==> src/rtl/logic_op_pipe.sv <==
// Registered N-bit logic unit with valid/ready handshakes on both sides.
// An output register plus one skid register keep full throughput under backpressure.
module logic_op_pipe #(
    parameter int N     = 4,
    parameter int CNT_W = 8
) (
    input  logic             clk,
    input  logic             rst_n,
    input  logic             in_valid,
    output logic             in_ready,
    input  logic [2:0]       op,
    input  logic [N-1:0]     A,
    input  logic [N-1:0]     B,
    output logic             out_valid,
    input  logic             out_ready,
    output logic [N-1:0]     F,
    output logic [2:0]       F_op,
    output logic [CNT_W-1:0] done_cnt
);

    logic             r_outValid;
    logic [N-1:0]     r_outData;
    logic [2:0]       r_outOp;
    logic             r_skidValid;
    logic [N-1:0]     r_skidData;
    logic [2:0]       r_skidOp;
    logic [CNT_W-1:0] r_doneCnt;

    logic [N-1:0]     w_result;
    logic             w_accept;
    logic             w_drain;

    always_comb begin
        w_result = '0;
        case (op)
            3'b000:  w_result = A & B;
            3'b001:  w_result = ~(A & B);
            3'b010:  w_result = A | B;
            3'b011:  w_result = ~(A | B);
            3'b100:  w_result = A ^ B;
            3'b101:  w_result = ~(A ^ B);
            3'b110:  w_result = ~A;
            default: w_result = A;
        endcase
    end

    // in_ready comes straight from the skid flag, so out_ready never reaches it combinationally.
    assign w_accept = in_valid & ~r_skidValid;
    assign w_drain  = r_outValid & out_ready;

    always_ff @(posedge clk or negedge rst_n) begin
        if (!rst_n) begin
            r_outValid  <= 1'b0;
            r_outData   <= '0;
            r_outOp     <= '0;
            r_skidValid <= 1'b0;
            r_skidData  <= '0;
            r_skidOp    <= '0;
        end else if (w_drain) begin
            if (r_skidValid) begin
                r_outData   <= r_skidData;
                r_outOp     <= r_skidOp;
                r_skidValid <= 1'b0;
            end else if (w_accept) begin
                r_outData <= w_result;
                r_outOp   <= op;
            end else begin
                r_outValid <= 1'b0;
            end
        end else if (w_accept) begin
            if (!r_outValid) begin
                r_outValid <= 1'b1;
                r_outData  <= w_result;
                r_outOp    <= op;
            end else begin
                r_skidValid <= 1'b1;
                r_skidData  <= w_result;
                r_skidOp    <= op;
            end
        end
    end

    always_ff @(posedge clk or negedge rst_n) begin
        if (!rst_n) begin
            r_doneCnt <= '0;
        end else if (w_drain) begin
            r_doneCnt <= r_doneCnt + CNT_W'(1);
        end
    end

    assign in_ready  = ~r_skidValid;
    assign out_valid = r_outValid;
    assign F         = r_outData;
    assign F_op      = r_outOp;
    assign done_cnt  = r_doneCnt;

endmodule

==> config.mk <==
export PLATFORM = sky130hd
export DESIGN_NAME = logic_op_pipe
export DESIGN_NICKNAME = d
export VERILOG_FILES = /design/src/rtl/logic_op_pipe.sv
export SDC_FILE = /design/constraint.sdc
export NUM_CORES = 1
export LEC_CHECK = 0
export CORE_MARGIN = 1
export CORE_UTILIZATION = 50
export DETAILED_ROUTE_END_ITERATION = 16
export PLACE_DENSITY = 0.8
export SLEW_MARGIN = 10
export SYNTH_ARGS = -nofsm -noshare
export SYNTH_HDL_FRONTEND = slang
export SYNTH_SLANG_ARGS = --single-unit
==> constraint.sdc <==
create_clock -name clk -period 4.92 [get_ports clk]
set_clock_uncertainty 0.1 [all_clocks]
set_input_delay 0.738 -clock clk [delete_from_list [all_inputs] [get_ports clk]]
set_output_delay 0.738 -clock clk [all_outputs]
set_load 0.01 [all_outputs]
# Word level (Yosys, flattened, before mapping)
# Cells that the tools add are included.
# word_totals
regBits,24
latchBits,0
mem_bits_rw,0
mem_bits_ro,0
input_bits,15
output_inout_bits,17
wordCells,54
memories,0
# op_classes
addsub,1
multipliers,0
div,0
magnitude_cmp,0
eq_ne,9
shift,0
n_mux,18
bitwise_logic,11
n_reduce_logical,8
# ops
cell,n
$pmux W4 S7,1
$mux W4,5
$not A4 Y4,4
$mux W3,5
$eq A3 B3 Y1 const B,3
$reduce_and A3 Y1,3
$add A8 B1 Y8 const B,1
$mux W1,7
$eq A3 B2 Y1 const B,2
$reduce_bool A2 Y1,3
$and A4 B4 Y4,1
$ne A2 B2 Y1 const B,2
$or A4 B4 Y4,1
$xor A4 B4 Y4,1
$eq A3 B1 Y1 const B,1
$logic_not A3 Y1,1
$and A1 B1 Y1,2
$ne A2 B1 Y1 const B,1
$not A1 Y1,2
$reduce_and A2 Y1,1

# Logic depth before layout (Yosys ltp)
# logic_depth
word_depth,6
mapped_depth,8
ltp_nobuf,6

# Worst setup path before layout
# No wires, ideal clock.
# synth_timing
path_type,input-to-reg
from,in out_ready
to,reg r_outData[0] (netlist: F[0])
setup_time_ns,0.090
arrival_time_ns,1.928
required_time_ns,4.730
setup_slack_ns,2.802
cell_stages,8
path_buffers,2
cell_sequence,and2_1 > buf_4 > inv_1 > ha_1 > nor3_2 > buf_4 > nand4_1 > o221ai_1
# synth_between
elab_chain_cells,3
elab_cells_between_ends,5
classes_between,1 x eq/ne; 1 x mux; 1 x bitwise; 2 x reduce/logical
# synth_lines
item,line,source
from (decl),15,"input logic out_ready,"
$and A1 B1 Y1 *,49,assign w_drain = r_outValid & out_ready;
$ne A2 B1 Y1 (no source line) or $reduce_bool A2 Y1 (tied branches),n/a,
$reduce_and A3 Y1 (no source line),n/a,
to (signal assigned),61,r_outData <= r_skidData;
to (signal assigned),65,r_outData <= w_result;
to (signal assigned),73,r_outData <= w_result;
to (decl),22,logic [N-1:0] r_outData;
# Every way passes the cells marked *; elsewhere a longest branch is shown, timed or not.
# A chain may end at the register's enable or synchronous reset.

# Worst setup path in the final report
# layout_timing
from,in out_ready
to,reg r_outData[2] (netlist: F[2])
# The elaborated chain is that of the path after synthesis.

==> results.sh <==
export IMPL_slew_headroom_pct=47.9
export IMPL_drv_cap=0
export IMPL_grt_overflow=0
export IMPL_place_gp_congestion=0.767
export IMPL_clk_pin_slew_worst_paths_ns=0.13
export IMPL_max_freq_mhz=319
export IMPL_final_area_um2=1750
export IMPL_hold_buffers=0
export IMPL_tritoncts="done"
export IMPL_path_max_fanout=15
export IMPL_final_util_pct=68.2
export IMPL_grt_usage_pct=19.4
export IMPL_finalPower_mw=0.874
export IMPL_p_leak_nw=0.816
export IMPL_initial_utilization_pct=54.7
export IMPL_synth_area_um2=1400
export IMPL_power_per_cell_area_nw_per_um2=499
export IMPL_r2r_cells=6
export IMPL_end_kind="flip-flop"
export IMPL_antenna_cells=0
export IMPL_clock_latency_ns=0.32
export IMPL_nets=181
export IMPL_area_growth_pct=24.7
export IMPL_cts_root_buf="clkbuf_4"
export IMPL_cts_setup_buffers=0
export IMPL_yosys_warnings=0
export IMPL_pin_count=32
export IMPL_start_kind="input pin"
export IMPL_die_area_um2=3020
export IMPL_die_height_um=55.0
export IMPL_setup_viol=0
export IMPL_h_tree_depth=1
export IMPL_worstPathArrival_ns=3.27
export IMPL_slew_viol_final=0
export IMPL_drt_wl_total_mm=2.50
export IMPL_syn_num_nets=150
export IMPL_ys_ff_latch=24
export IMPL_min_period_over_period_pct=63.7
export IMPL_timing_final_ws_setup_ns=1.79
export IMPL_post_dp_cell_area_um2=1700
export IMPL_drc=0
export IMPL_multi_input_area_um2=676
export IMPL_cts_max_path_buffers=2
export IMPL_grt_pass1_wl_mm=4.06
export IMPL_grt_pass1_vias=956
export IMPL_io_buffers=31
export IMPL_rsz0062_at_grt="no"
export IMPL_final_antenna_net_count=0
export IMPL_dieWidth_um=55.0
export IMPL_setup_tns_ns=0
export IMPL_p_int_mw=0.574
export IMPL_power_switching_mw=0.300
export IMPL_avgSynthCellArea_um2=11.2
export IMPL_dp_hpwl_mm=1.93
export IMPL_seq_power_share_pct=40.8
export IMPL_syn_inst=125
export IMPL_critical_path_class="in -> reg"
export IMPL_vias_per_cell=5.25
export IMPL_rows=18
export IMPL_grt_max_degree=25
export IMPL_p_sw_share_pct=34.4
export IMPL_vias=972
export IMPL_cts_inserted_buffers=3
export IMPL_p_comb_share_pct=43.0
export IMPL_period_minus_slack_ns=3.13
export IMPL_drtPass1Iterations=4
export IMPL_cts_sinks=24
export IMPL_synth_seq_area_share_pct=42.8
export IMPL_tightest_slew_ns=0.777
export IMPL_finalHoldViolCount=0
export IMPL_synth_cell_type_count=27
export IMPL_layout_drive_gt1_share_pct=12.3
export IMPL_dpl_worst_slack_ns=1.51
export IMPL_fillers=204
export IMPL_cp_required_ns=5.06
export IMPL_ff_latch_area_um2=601
export IMPL_coreArea_um2=2570
export IMPL_cts_resized=0
export IMPL_hold_class="in -> async"
export IMPL_status="completed"
export IMPL_p_clk_share_pct=16.2
export IMPL_first_iter_violations=13
export IMPL_antenna_found_initial=0
export IMPL_vdd_ir_drop_max_mv=0.314
export IMPL_wire_per_inst_um=13.5
## cell families after synthesis
kind of cell             Yosys count  synth area share, %
AO/OA/AOI/OAI                     12                 5.44
XOR/XNOR                          11                 8.47
adder cells (fa/ha/maj)           10                 8.91
buffers and inverters             26                 9.09
flip-flops                        24                 42.8
multiplexers                      13                 13.1
AND/OR/NAND/NOR                   29                 12.2
## flip-flops by register name (all words and copies together), names as in the netlist
register and flops:
r_skidData 4, r_skidOp 3, r_skidValid 1, F 4, done_cnt 8, out_valid 1, F_op 3
## metrics by stage
step / hold slack [ns] / cells
2_1_floorplan: 0.342 / 125
3_3_place_gp: 0.356 / 181
3_5_place_dp: 0.395 / 181
4_1_cts: 0.416 / 185
5_1_grt: 0.318 / 185
6_report: 0.269 / 185
## worst paths after layout
check / startpoint / slack, ns / endpoint
worst max-delay path: out_ready / 1.79 / F[2]
worst min-delay path: rst_n / 0.27 / done_cnt[3]
worst max register to register: out_valid / 2.40 / F[2]
worst min register to register: done_cnt[7] / 0.40 / done_cnt[7]
max in group asynchronous: rst_n / 4.11 / F[3]
min in group clk: done_cnt[7] / 0.40 / done_cnt[7]
## final cells by class
type / instances / share of cell area, %
clock inverter: 1 / 1.72
multi-input combinational: 75 / 38.6
sequential: 24 / 34.3
timing repair buffer: 31 / 17.4
clock buffer: 3 / 1.29
inverter: 21 / 4.50
tap: 30 / 2.14
## critical path, cell delays in order
cell	delay, ns
clkdlybuf4s50_1	0.56
and2_1	0.38
inv_1	0.16
ha_1	0.27
nor3_2	0.67
nand2_1	0.24
o221ai_1	0.25
## synth_stat cells (all sizes together)
master | instances | area [um2]
o211ai | 1 | 7.51
buf | 5 | 48.8
and2 | 1 | 6.26
inv | 21 | 78.8
xnor2 | 9 | 101
o221ai | 3 | 26.3
xor2 | 2 | 17.5
dfrtp | 24 | 601
mux4 | 4 | 90.1
ha | 10 | 125
o31ai | 1 | 7.51
nor2 | 7 | 26.3
a21oi | 4 | 20.0
nor2b | 1 | 6.26
mux2i | 6 | 60.1
nand4 | 7 | 50.1
o21ai | 3 | 15.0
nand2 | 8 | 30.0
mux2 | 3 | 33.8
and3 | 1 | 6.26
nor3 | 2 | 26.3
nand2b | 2 | 20.0
## layout by cell type, fill, tap and decap left out, drive strengths merged
| master | instances |
|---|---|
| a21oi | 4 |
| and2 | 1 |
| and3 | 1 |
| buf | 1 |
| bufinv | 1 |
| clkbuf | 3 |
| clkdlybuf4s50 | 30 |
| dfrtp | 24 |
| ha | 10 |
| inv | 21 |
| mux2 | 3 |
| mux2i | 6 |
| mux4 | 4 |
| nand2 | 8 |
| nand2b | 2 |
| nand4 | 7 |
| nor2 | 7 |
| nor2b | 1 |
| nor3 | 2 |
| o211ai | 1 |
| o21ai | 3 |
| o221ai | 3 |
| o31ai | 1 |
| xnor2 | 9 |
| xor2 | 2 |
## routing by layer
| layer | global-route usage, % | wire length, um | vias to the layer above |
|---|---|---|---|
| met4 | 10.0 | 55 | 0 |
| met1 | 20.4 | 971 | 460 |
| li1 | - | - | 479 |
| met3 | 1.64 | 92 | 5 |
| met2 | 37.6 | 1390 | 28 |
| met5 | 0 | 0 | - |
## power by group through the flow
stage | registers [mW] | clock network, mW | logic [mW]
after global routing | 0.371 | 0.152 | 0.417
after floorplan | 0.369 | 0 | 0.209
after CTS | 0.358 | 0.145 | 0.382
final | 0.357 | 0.142 | 0.375
after detailed placement | 0.363 | 0 | 0.378
after global placement | 0.361 | 0 | 0.362
(Power assumes the default switching activity.)
